File: config.mk
export PLATFORM = sky130hd
export DESIGN_NAME = weight_rom_prefetch_streamer
export DESIGN_NICKNAME = d
export VERILOG_FILES = /design/src/rtl/weight_stream_pkg.sv /design/src/rtl/weight_stream_fwft_fifo.sv /design/src/rtl/weight_rom_prefetch_streamer.sv
export SDC_FILE = /design/constraint.sdc
export NUM_CORES = 1
export LEC_CHECK = 0
export CAP_MARGIN = 20
export CORE_MARGIN = 3
export CORE_UTILIZATION = 50
export CTS_CLUSTER_DIAMETER = 60
export DETAILED_ROUTE_END_ITERATION = 7
export GPL_TIMING_DRIVEN = 1
export PLACE_DENSITY = 0.76
export SYNTH_ARGS = -nofsm -noshare
export SYNTH_HDL_FRONTEND = slang
export SYNTH_SLANG_ARGS = --single-unit
export TNS_END_PERCENT = 20
File: constraint.sdc
create_clock -name clk -period 2.54 [get_ports clk]
set_input_delay 0.635 -clock clk [delete_from_list [all_inputs] [get_ports clk]]
set_output_delay 0.635 -clock clk [all_outputs]
set_load 0.02 [all_outputs]
File: src/rtl/weight_stream_pkg.sv
// Shared types and helpers for the weight ROM prefetch streamer.
package weight_stream_pkg;

  typedef struct packed {
    logic valid;
    logic last;
  } token_t;

  typedef enum logic [1:0] {
    IDLE  = 2'd0,
    RUN   = 2'd1,
    DRAIN = 2'd2
  } state_e;

  function automatic int addr_width_f(input int depth);
    return $clog2(depth) + 1;
  endfunction

  function automatic logic [31:0] sat_inc32(input logic [31:0] v);
    return (v == 32'hFFFF_FFFF) ? v : v + 32'd1;
  endfunction

endpackage

File: src/rtl/weight_stream_fwft_fifo.sv
// First-word-fall-through FIFO with synchronous flush and occupancy count.
module weight_stream_fwft_fifo #(
  parameter int WIDTH = 17,
  parameter int DEPTH = 4
) (
  input  logic                       clk,
  input  logic                       rst_n,
  input  logic                       flush_i,
  input  logic                       push_i,
  input  logic [WIDTH-1:0]           data_i,
  input  logic                       pop_i,
  output logic [WIDTH-1:0]           data_o,
  output logic                       valid_o,
  output logic [$clog2(DEPTH+1)-1:0] count_o
);
  localparam int AW = (DEPTH > 1) ? $clog2(DEPTH) : 1;
  localparam int CW = $clog2(DEPTH + 1);

  logic [WIDTH-1:0] mem_q [DEPTH];
  logic [AW-1:0]    wr_ptr_q, wr_ptr_d;
  logic [AW-1:0]    rd_ptr_q, rd_ptr_d;
  logic [CW-1:0]    cnt_q, cnt_d;
  logic             full_s, do_push_s, do_pop_s;

  function automatic logic [AW-1:0] ptr_inc(input logic [AW-1:0] p);
    return (p == AW'(DEPTH - 1)) ? {AW{1'b0}} : p + AW'(1);
  endfunction

  assign full_s    = (cnt_q == CW'(DEPTH));
  assign do_pop_s  = pop_i && (cnt_q != {CW{1'b0}});
  // A pop frees the slot, so a push at full is legal only alongside it.
  assign do_push_s = push_i && (!full_s || do_pop_s);
  assign data_o    = mem_q[rd_ptr_q];
  assign valid_o   = (cnt_q != {CW{1'b0}});
  assign count_o   = cnt_q;

  always_comb begin
    wr_ptr_d = wr_ptr_q;
    rd_ptr_d = rd_ptr_q;
    cnt_d    = cnt_q;
    if (flush_i) begin
      wr_ptr_d = {AW{1'b0}};
      rd_ptr_d = {AW{1'b0}};
      cnt_d    = {CW{1'b0}};
    end else begin
      if (do_push_s) wr_ptr_d = ptr_inc(wr_ptr_q);
      else           wr_ptr_d = wr_ptr_q;
      if (do_pop_s)  rd_ptr_d = ptr_inc(rd_ptr_q);
      else           rd_ptr_d = rd_ptr_q;
      case ({do_push_s, do_pop_s})
        2'b10:   cnt_d = cnt_q + CW'(1);
        2'b01:   cnt_d = cnt_q - CW'(1);
        default: cnt_d = cnt_q;
      endcase
    end
  end

  always_ff @(posedge clk or negedge rst_n) begin
    if (!rst_n) begin
      wr_ptr_q <= {AW{1'b0}};
      rd_ptr_q <= {AW{1'b0}};
      cnt_q    <= {CW{1'b0}};
      for (int i = 0; i < DEPTH; i++) mem_q[i] <= {WIDTH{1'b0}};
    end else begin
      wr_ptr_q <= wr_ptr_d;
      rd_ptr_q <= rd_ptr_d;
      cnt_q    <= cnt_d;
      if (do_push_s && !flush_i) mem_q[wr_ptr_q] <= data_i;
    end
  end

  weight_stream_fifo_chk u_chk (
    .clk    (clk),
    .rst_n  (rst_n),
    .push_i (push_i),
    .pop_i  (do_pop_s),
    .full_i (full_s)
  );

endmodule

module weight_stream_fifo_chk (
  input logic clk,
  input logic rst_n,
  input logic push_i,
  input logic pop_i,
  input logic full_i
);
  a_no_push_when_full: assert property (
    @(posedge clk) disable iff (!rst_n) !(push_i && full_i && !pop_i));
endmodule

File: src/rtl/weight_rom_prefetch_streamer.sv
// Fixed-latency ROM reader turned into a lossless valid/ready weight stream.
// Optional WEIGHT_STREAM_PERF_EN adds stall/starve cycle counters.
module weight_rom_prefetch_streamer
  import weight_stream_pkg::*;
#(
  parameter int WEIGHT_PRECISION_0 = 16,
  parameter int WEIGHT_PARALLELISM = 1,
  parameter int OUT_DEPTH          = 32,
  parameter int ROM_LATENCY        = 2,
  parameter int FIFO_DEPTH         = 4,
  parameter int ADDR_WIDTH         = addr_width_f(OUT_DEPTH)
) (
  input  logic                                         clk,
  input  logic                                         rst,
  input  logic                                         enable,
  input  logic                                         restart,
  output logic [ADDR_WIDTH-1:0]                        rom_addr,
  output logic                                         rom_ce,
  input  logic [WEIGHT_PRECISION_0*WEIGHT_PARALLELISM-1:0] rom_q,
  output logic [WEIGHT_PRECISION_0-1:0]                data_out [WEIGHT_PARALLELISM],
  output logic                                         data_out_valid,
  input  logic                                         data_out_ready,
`ifdef WEIGHT_STREAM_PERF_EN
  output logic [31:0]                                  stall_cycles,
  output logic [31:0]                                  starve_cycles,
`endif
  output logic                                         pass_done
);
  localparam int DW  = WEIGHT_PRECISION_0 * WEIGHT_PARALLELISM;
  localparam int FW  = DW + 1;
  localparam int FCW = $clog2(FIFO_DEPTH + 1);
  localparam int CW  = $clog2(FIFO_DEPTH + ROM_LATENCY + 1);

  if (FIFO_DEPTH < ROM_LATENCY + 2) begin : g_depth_check
    $error("FIFO_DEPTH must be at least ROM_LATENCY+2");
  end

  state_e          state_q, state_d;
  logic [ADDR_WIDTH-1:0] addr_q, addr_d;
  token_t          tok_q [ROM_LATENCY];
  token_t          tok_d;
  logic [CW-1:0]   inflight_s, credit_s;
  logic [FCW-1:0]  fifo_cnt_s;
  logic [FW-1:0]   head_s;
  logic            issue_s, last_s, hs_s, push_s, pass_done_q;

  assign rom_ce   = 1'b1;
  assign rom_addr = addr_q;
  assign last_s   = (addr_q == ADDR_WIDTH'(OUT_DEPTH - 1));
  assign hs_s     = data_out_valid && data_out_ready;
  assign push_s   = tok_q[ROM_LATENCY-1].valid;
  assign pass_done = pass_done_q;

  always_comb begin
    inflight_s = {CW{1'b0}};
    for (int i = 0; i < ROM_LATENCY; i++) inflight_s = inflight_s + CW'(tok_q[i].valid);
  end

  // Credit counts both in-flight reads and buffered beats; same-cycle pops are ignored.
  assign credit_s = CW'(fifo_cnt_s) + inflight_s;

  always_ff @(posedge clk or negedge rst) begin
    if (!rst) state_q <= IDLE;
    else      state_q <= state_d;
  end

  always_comb begin
    state_d = state_q;
    if (restart) begin
      state_d = enable ? RUN : IDLE;
    end else begin
      case (state_q)
        IDLE:    if (enable) state_d = RUN; else state_d = IDLE;
        RUN:     if (!enable) state_d = DRAIN; else state_d = RUN;
        DRAIN: begin
          if (enable)                         state_d = RUN;
          else if (inflight_s == {CW{1'b0}})  state_d = IDLE;
          else                                state_d = DRAIN;
        end
        default: state_d = IDLE;
      endcase
    end
  end

  always_comb begin
    issue_s = 1'b0;
    if ((state_q == RUN) && !restart) issue_s = (credit_s < CW'(FIFO_DEPTH));
    else                              issue_s = 1'b0;
  end

  always_comb begin
    addr_d = addr_q;
    if (restart)                addr_d = {ADDR_WIDTH{1'b0}};
    else if (issue_s && last_s) addr_d = {ADDR_WIDTH{1'b0}};
    else if (issue_s)           addr_d = addr_q + ADDR_WIDTH'(1);
    else                        addr_d = addr_q;
    tok_d.valid = issue_s;
    tok_d.last  = issue_s && last_s;
  end

  always_ff @(posedge clk or negedge rst) begin
    if (!rst) begin
      addr_q      <= {ADDR_WIDTH{1'b0}};
      pass_done_q <= 1'b0;
      for (int i = 0; i < ROM_LATENCY; i++) tok_q[i] <= '0;
    end else if (restart) begin
      addr_q      <= addr_d;
      pass_done_q <= 1'b0;
      for (int i = 0; i < ROM_LATENCY; i++) tok_q[i] <= '0;
    end else begin
      addr_q      <= addr_d;
      pass_done_q <= hs_s && head_s[0];
      tok_q[0]    <= tok_d;
      for (int i = 1; i < ROM_LATENCY; i++) tok_q[i] <= tok_q[i-1];
    end
  end

  weight_stream_fwft_fifo #(
    .WIDTH (FW),
    .DEPTH (FIFO_DEPTH)
  ) u_fifo (
    .clk     (clk),
    .rst_n   (rst),
    .flush_i (restart),
    .push_i  (push_s),
    .data_i  ({rom_q, tok_q[ROM_LATENCY-1].last}),
    .pop_i   (hs_s),
    .data_o  (head_s),
    .valid_o (data_out_valid),
    .count_o (fifo_cnt_s)
  );

  always_comb begin
    for (int j = 0; j < WEIGHT_PARALLELISM; j++)
      data_out[j] = head_s[1 + j*WEIGHT_PRECISION_0 +: WEIGHT_PRECISION_0];
  end

`ifdef WEIGHT_STREAM_PERF_EN
  logic [31:0] stall_q, starve_q;

  always_ff @(posedge clk or negedge rst) begin
    if (!rst) begin
      stall_q  <= 32'd0;
      starve_q <= 32'd0;
    end else if (restart) begin
      stall_q  <= 32'd0;
      starve_q <= 32'd0;
    end else begin
      if (data_out_valid && !data_out_ready) stall_q <= sat_inc32(stall_q);
      if ((state_q == RUN) && !data_out_valid) starve_q <= sat_inc32(starve_q);
    end
  end

  assign stall_cycles  = stall_q;
  assign starve_cycles = starve_q;
`endif

endmodule

## Word-level counts from Yosys, hierarchy flattened

Index checks and enable logic that the tools add are counted.
Widths: inputs -> output; s select.

- Register bits: 88
- Input port bits: 21
- Output and inout port bits: 25
- Logic and storage cells: 79

- Add/sub/neg operators: 7
- Order comparisons: 4
- Eq/ne operators: 8
- Multiplexer cells: 26
- Bitwise logic cells: 2
- Reduce and logical (&&, ||, !) cells: 18

Operators by type and width:

| kind | count |
|---|---|
| $bwmux 68 | 1 |
| $mux 17 | 3 |
| $bmux 17 s2 | 1 |
| $demux 17 s2 | 1 |
| $mux 2 | 10 |
| $mux 6 | 3 |
| $reduce_bool 3->1 | 3 |
| $eq 2x2->1 const B | 4 |
| $logic_and 1x1->1 | 8 |
| $add 6x1->6 const B | 1 |
| $eq 6x5->1 const B | 1 |
| $ge 3x3->1 const B | 2 |
| $not 2->3 | 2 |
| $pmux 2 s3 | 1 |
| $pmux 3 s2 | 1 |
| $add 2x1->2 const B | 2 |
| $eq 2x1->1 const B | 2 |
| $mux 4 | 1 |
| $reduce_bool 2->1 | 2 |
| $add 3x1->3 const B | 1 |
| $add 3x2->3 | 1 |
| $eq 3x3->1 const B | 1 |
| $logic_not 3->1 | 1 |
| $lt 3x1->1 const B | 1 |
| 8 further kinds | 11 |

## Depth between registers and ports, before layout

- Word-level depth: 8
- Mapped depth: 9

## Modules after synthesis

Synthesis repeated with hierarchy kept, for this count alone.

- Cells, all modules: 290
- Area total of the unflattened synthesis: 4,391.7 µm²

By module, submodules not included:

| module | instances | cells each | area an instance (µm²) | seq. area each (µm²) |
|---|---|---|---|---|
| weight_stream_fwft_fifo | 1 | 223 | 3,727.3 | 1,876.8 |
| weight_rom_prefetch_streamer | 1 | 67 | 664.4 | 325.3 |

## Worst setup path after synthesis

OpenSTA, ideal clock, no wires.

- Kind: register to register
- From: register u_fifo.cnt_q[0], in the netlist u_fifo.count_o[0]
- To: register u_fifo.cnt_q[1], in the netlist u_fifo.count_o[1]
- Arrival: 2.152 ns
- Setup slack: 0.262 ns
- Cell stages (with the launch flop): 7
- Clock period less this slack: 2.278 ns
- Cells stage by stage: dfrtp_1 -> or3_2 -> nand2_1 -> nor2_1 -> fa_1 -> o21ai_0 -> a2111oi_0

- Longest elaborated chain between the ends: 8
- Elaborated cells on any way between the ends: 14
- Those cells by class: add/sub (2); eq/ne (3); mux (2); reduce/logical (7)

RTL lines:

| what | RTL line | text |
|---|---|---|
| start, declared | weight_stream_fwft_fifo.sv:22 | `logic [CW-1:0] cnt_q, cnt_d;` |
| start signal, assigned | weight_stream_fwft_fifo.sv:62 | `cnt_q <= {CW{1'b0}};` |
| start signal, assigned | weight_stream_fwft_fifo.sv:67 | `cnt_q <= cnt_d;` |
| $reduce_bool 3->1 (*) | weight_stream_fwft_fifo.sv:34 | `assign valid_o = (cnt_q != {CW{1'b0}});` |
| named net data_out_valid | weight_rom_prefetch_streamer.sv:21 | `output logic data_out_valid,` |
| $logic_and 1x1->1 | weight_rom_prefetch_streamer.sv:50 | `assign hs_s = data_out_valid && data_out_ready;` |
| $logic_and 1x1->1 (*) | weight_stream_fwft_fifo.sv:30 | `assign do_pop_s = pop_i && (cnt_q != {CW{1'b0}});` |
| $logic_or 1x1->1 | weight_stream_fwft_fifo.sv:32 | `assign do_push_s = push_i && (!full_s \|\| do_pop_s);` |
| $logic_and 1x1->1 | weight_stream_fwft_fifo.sv:32 |  |
| $eq 2x1->1 or $eq 2x2->1 (tied branches) | weight_stream_fwft_fifo.sv:50 | `case ({do_push_s, do_pop_s})` |
| $pmux 3 s2 | weight_stream_fwft_fifo.sv:50 |  |
| $mux 3 | weight_stream_fwft_fifo.sv:41 | `if (flush_i) begin` |

The timed path passes the listed nets; every way through them passes the cells marked *.
A chain may end at the register's enable or synchronous reset.

## Worst setup path in the final report

- From: register u_fifo.cnt_q[0], in the netlist u_fifo.count_o[0]
- To: output data_out_valid

- Longest elaborated chain between the ends: 1

RTL lines:

| what | RTL line |
|---|---|
| $reduce_bool 3->1 | weight_stream_fwft_fifo.sv:34 |
| end, declared | weight_rom_prefetch_streamer.sv:21 |

No other way between the ends.

==> flow_summary.toml <==
[routing]
via_per_inst = 5.570
wl_per_cell_um = 17.11
vias = 2540
route.detailed.drc = 0
ant_nets = 0
wirelength_um = 7800
drtIter0Drc = 77
first_pass_iters = 4

[finish]
diodes = 0
fin_util = 0.6339
nets = 380
areaGrowthSynthToFinish_pct = 20.91
drive_above_1_share = 0.3757

[clock_network]
path_clk_slew_ps = 90
cts_buffer_depth = 2
cts.sinks = 88
cts_buffers = 9
clock-root-buffer = "clkbuf_8"
cts_tree = "built"
cts_max_level = 3
clock_latency_ps = 350
cts_hold_buf = 0

[sta]
rsz0062_at_grt = "false"
drv_slew = 0
period_needed_ps = 2463
setup_ws_ps = 76.79
max_freq_mhz = 406.0
period_share = 0.9698
worst_pin_slew_ps = 592.2
hold_violations = 0
setup_violations = 0
finClkSkew_ps = 10.60
slew_headroom = 0.6052

[synth]
ys_async_sr_fraction = 1.000
yosys_register_bits = 88
synth_seq_area_share = 0.5325
synthCells = 286
yosysUniqueCellTypes = 44
synth_edf_count = 0
synth-main-ff-cell = "dfrtp_1"
ys_warn_count = 0
syn_nets = 317
syn_area_mm2 = 0.004135
syn_avg_cell_area_um2 = 14.46

[global_routing]
track_usage = 0.1746
antenna_found_initial = 0
grt_max_degree = 47
grt_pass1_vias = 2663
grt_pass1_wl_um = 13320
grt_overflow = 0

[floorplan]
dieHeight_um = 96.94
coreArea_mm2 = 0.007888
num_rows = 32
ios = 46
die_w_um = 96.94
die_area_mm2 = 0.009397
start_util = 0.5243

[placed_design]
detailed_place_hpwl_um = 5369
port-buffer-count = 44
pre_cts_slack_ps = -29.09
gp_congestion = 0.8219

[pwr]
seqPwrFrac = 0.507
swShare = 0.2686
p_leak_nw = 2.324
netSwitchingPower_w = 0.0008444
combPwrFrac = 0.189
vdd_ir_drop_max_v = 0.0003508
p_int_w = 0.002299
powerDensity_mw_per_mm2 = 628.7
clockPowerShare = 0.304

[critical_path]
critPathKind = "reg -> out"
reg2reg_slack_ps = 250
required_ps = 1900
reg2reg_from = "u_fifo.count_o[0]$_DFFE_PN0P_"
endpoint_kind = "output port"
start_kind = "flop"
reg2reg_to = "u_fifo.count_o[1]$_DFFE_PN0P_"
critPathArrivalTime_ps = 1830
worstRegToRegCells = 6
crit_fanout = 4

[status]
outcome = "finished, final reports clean"

[run]
maxCapViolations = 0

[worst_hold_path]
hold_path_class = "in -> async"
cells by family after synthesis:
logic type,count (synthesis),share of synthesized area
mux,89,0.2881
flops,88,0.5325
simple gates,45,0.05658
compound gates,28,0.05053
buf+inv,22,0.03298
fa+ha+maj,10,0.03207
xor+xnor,3,0.006355
other cells,1,0.0009068
synth_stat cells (3+ instances only):
| library cell | count | area share |
|---|---|---|
| inv_1 | 8 | 0.0073 |
| dfrtp_1 | 88 | 0.53 |
| nand2_2 | 4 | 0.0061 |
| nand3_1 | 3 | 0.0036 |
| mux4_2 | 17 | 0.093 |
| buf_4 | 3 | 0.0054 |
| buf_6 | 4 | 0.011 |
| nor3b_1 | 3 | 0.0054 |
| nand2_1 | 9 | 0.0082 |
| o21ai_0 | 5 | 0.0061 |
| clkbuf_1 | 4 | 0.0036 |
| a21oi_1 | 8 | 0.0097 |
| ha_1 | 9 | 0.027 |
| nor4_1 | 3 | 0.0045 |
| mux2_2 | 70 | 0.19 |
| nor2_1 | 12 | 0.011 |
layout make-up:
class	count	area [um2]
clock buffer	10	127.6
clock inverter	6	68.82
fill	621	2888
inverter	8	30.03
multi-input combinational	176	1797
sequential	88	2203
tap	102	127.6
timing repair buffer	66	645.6
sequential cells by signal (all words and copies together) (netlist names), 2 cells and up:
name / count
u_fifo.count_o: 3
u_fifo.wr_ptr_q: 2
state_q: 2
rom_addr: 6
tok_q: 3
u_fifo.mem_q: 68
u_fifo.rd_ptr_q: 2
routing by layer:
layer / vias up / routed length [um] / GRT usage
met5: - / 0 / 0
met4: 0 / 113 / 0.05832
met3: 10 / 284 / 0.04182
met2: 55 / 3730 / 0.2749
met1: 1294 / 3671 / 0.2395
li1: 1181 / - / -
worst max path at each step:
stage,from,to,slack (ps),cells past startpoint
after detailed placement,data_out_ready,u_fifo.count_o[1]$_DFFE_PN0P_,-30,6
after global placement,data_out_ready,u_fifo.count_o[1]$_DFFE_PN0P_,40,6
final,u_fifo.count_o[0]$_DFFE_PN0P_,data_out_valid,80,2
after floorplan,u_fifo.count_o[0]$_DFFE_PN0P_,u_fifo.count_o[1]$_DFFE_PN0P_,260,6
after global routing,u_fifo.count_o[0]$_DFFE_PN0P_,data_out_valid,5,2
after CTS,u_fifo.count_o[0]$_DFFE_PN0P_,data_out_valid,50,2
layout by cell type (no fill, tap or decap), types with 2 or more instances in the layout:
master,Yosys,layout
buf_4,3,18
nand2_1,9,9
nor2_1,12,12
ha_1,9,9
a2111o_1,2,2
dlygate4sd2_1,0,16
a31oi_1,2,2
a32oi_1,2,2
dfrtp_1,88,87
mux4_2,17,17
mux2_2,70,70
inv_1,8,8
nand2_2,4,4
nor3b_1,3,3
clkbuf_8,1,9
clkinvlp_4,0,4
a21oi_1,8,8
nand3_1,3,3
nand2b_1,2,2
nor4_1,3,3
nor2b_1,2,2
clkdlybuf4s50_1,0,27
xnor2_1,2,2
o21ai_0,5,5
buf_12,0,5
mux2i_1,2,2
critical path: stages, from the launching register on:
cell and delay (ps):
dfrtp_1 390, or3_2 530, clkdlybuf4s50_1 560
power by group through the flow:
stage / registers (W) / logic (W) / clock network [W]
after floorplan: 0.00160 / 0.000382 / 0
after global placement: 0.00161 / 0.000653 / 0
after detailed placement: 0.00162 / 0.000663 / 0
after CTS: 0.00159 / 0.000605 / 0.000986
after global routing: 0.00161 / 0.000643 / 0.00104
final: 0.00159 / 0.000594 / 0.000957
per-stage QoR:
step | std cells | hold WS, ps | total power, W | cell area [um2] | TNS (ps)
after floorplan | 286 | 339.4 | 0.001982 | 4135 | 0
after global placement | 440 | 451.7 | 0.002266 | 4822 | 0
after detailed placement | 440 | 455.9 | 0.002283 | 4822 | -29.09
after CTS | 456 | 290.5 | 0.003184 | 5000 | 0
after global routing | 456 | 302.5 | 0.003297 | 5000 | 0
final | 456 | 284.1 | 0.003144 | 5000 | 0
what timing repair did:
item                                    CTS  global route
buffers inserted                          0             0
resized for setup                        17             0
endpoints found under the setup margin   16             0
Note: power is estimated with default switching activity, not from simulation.
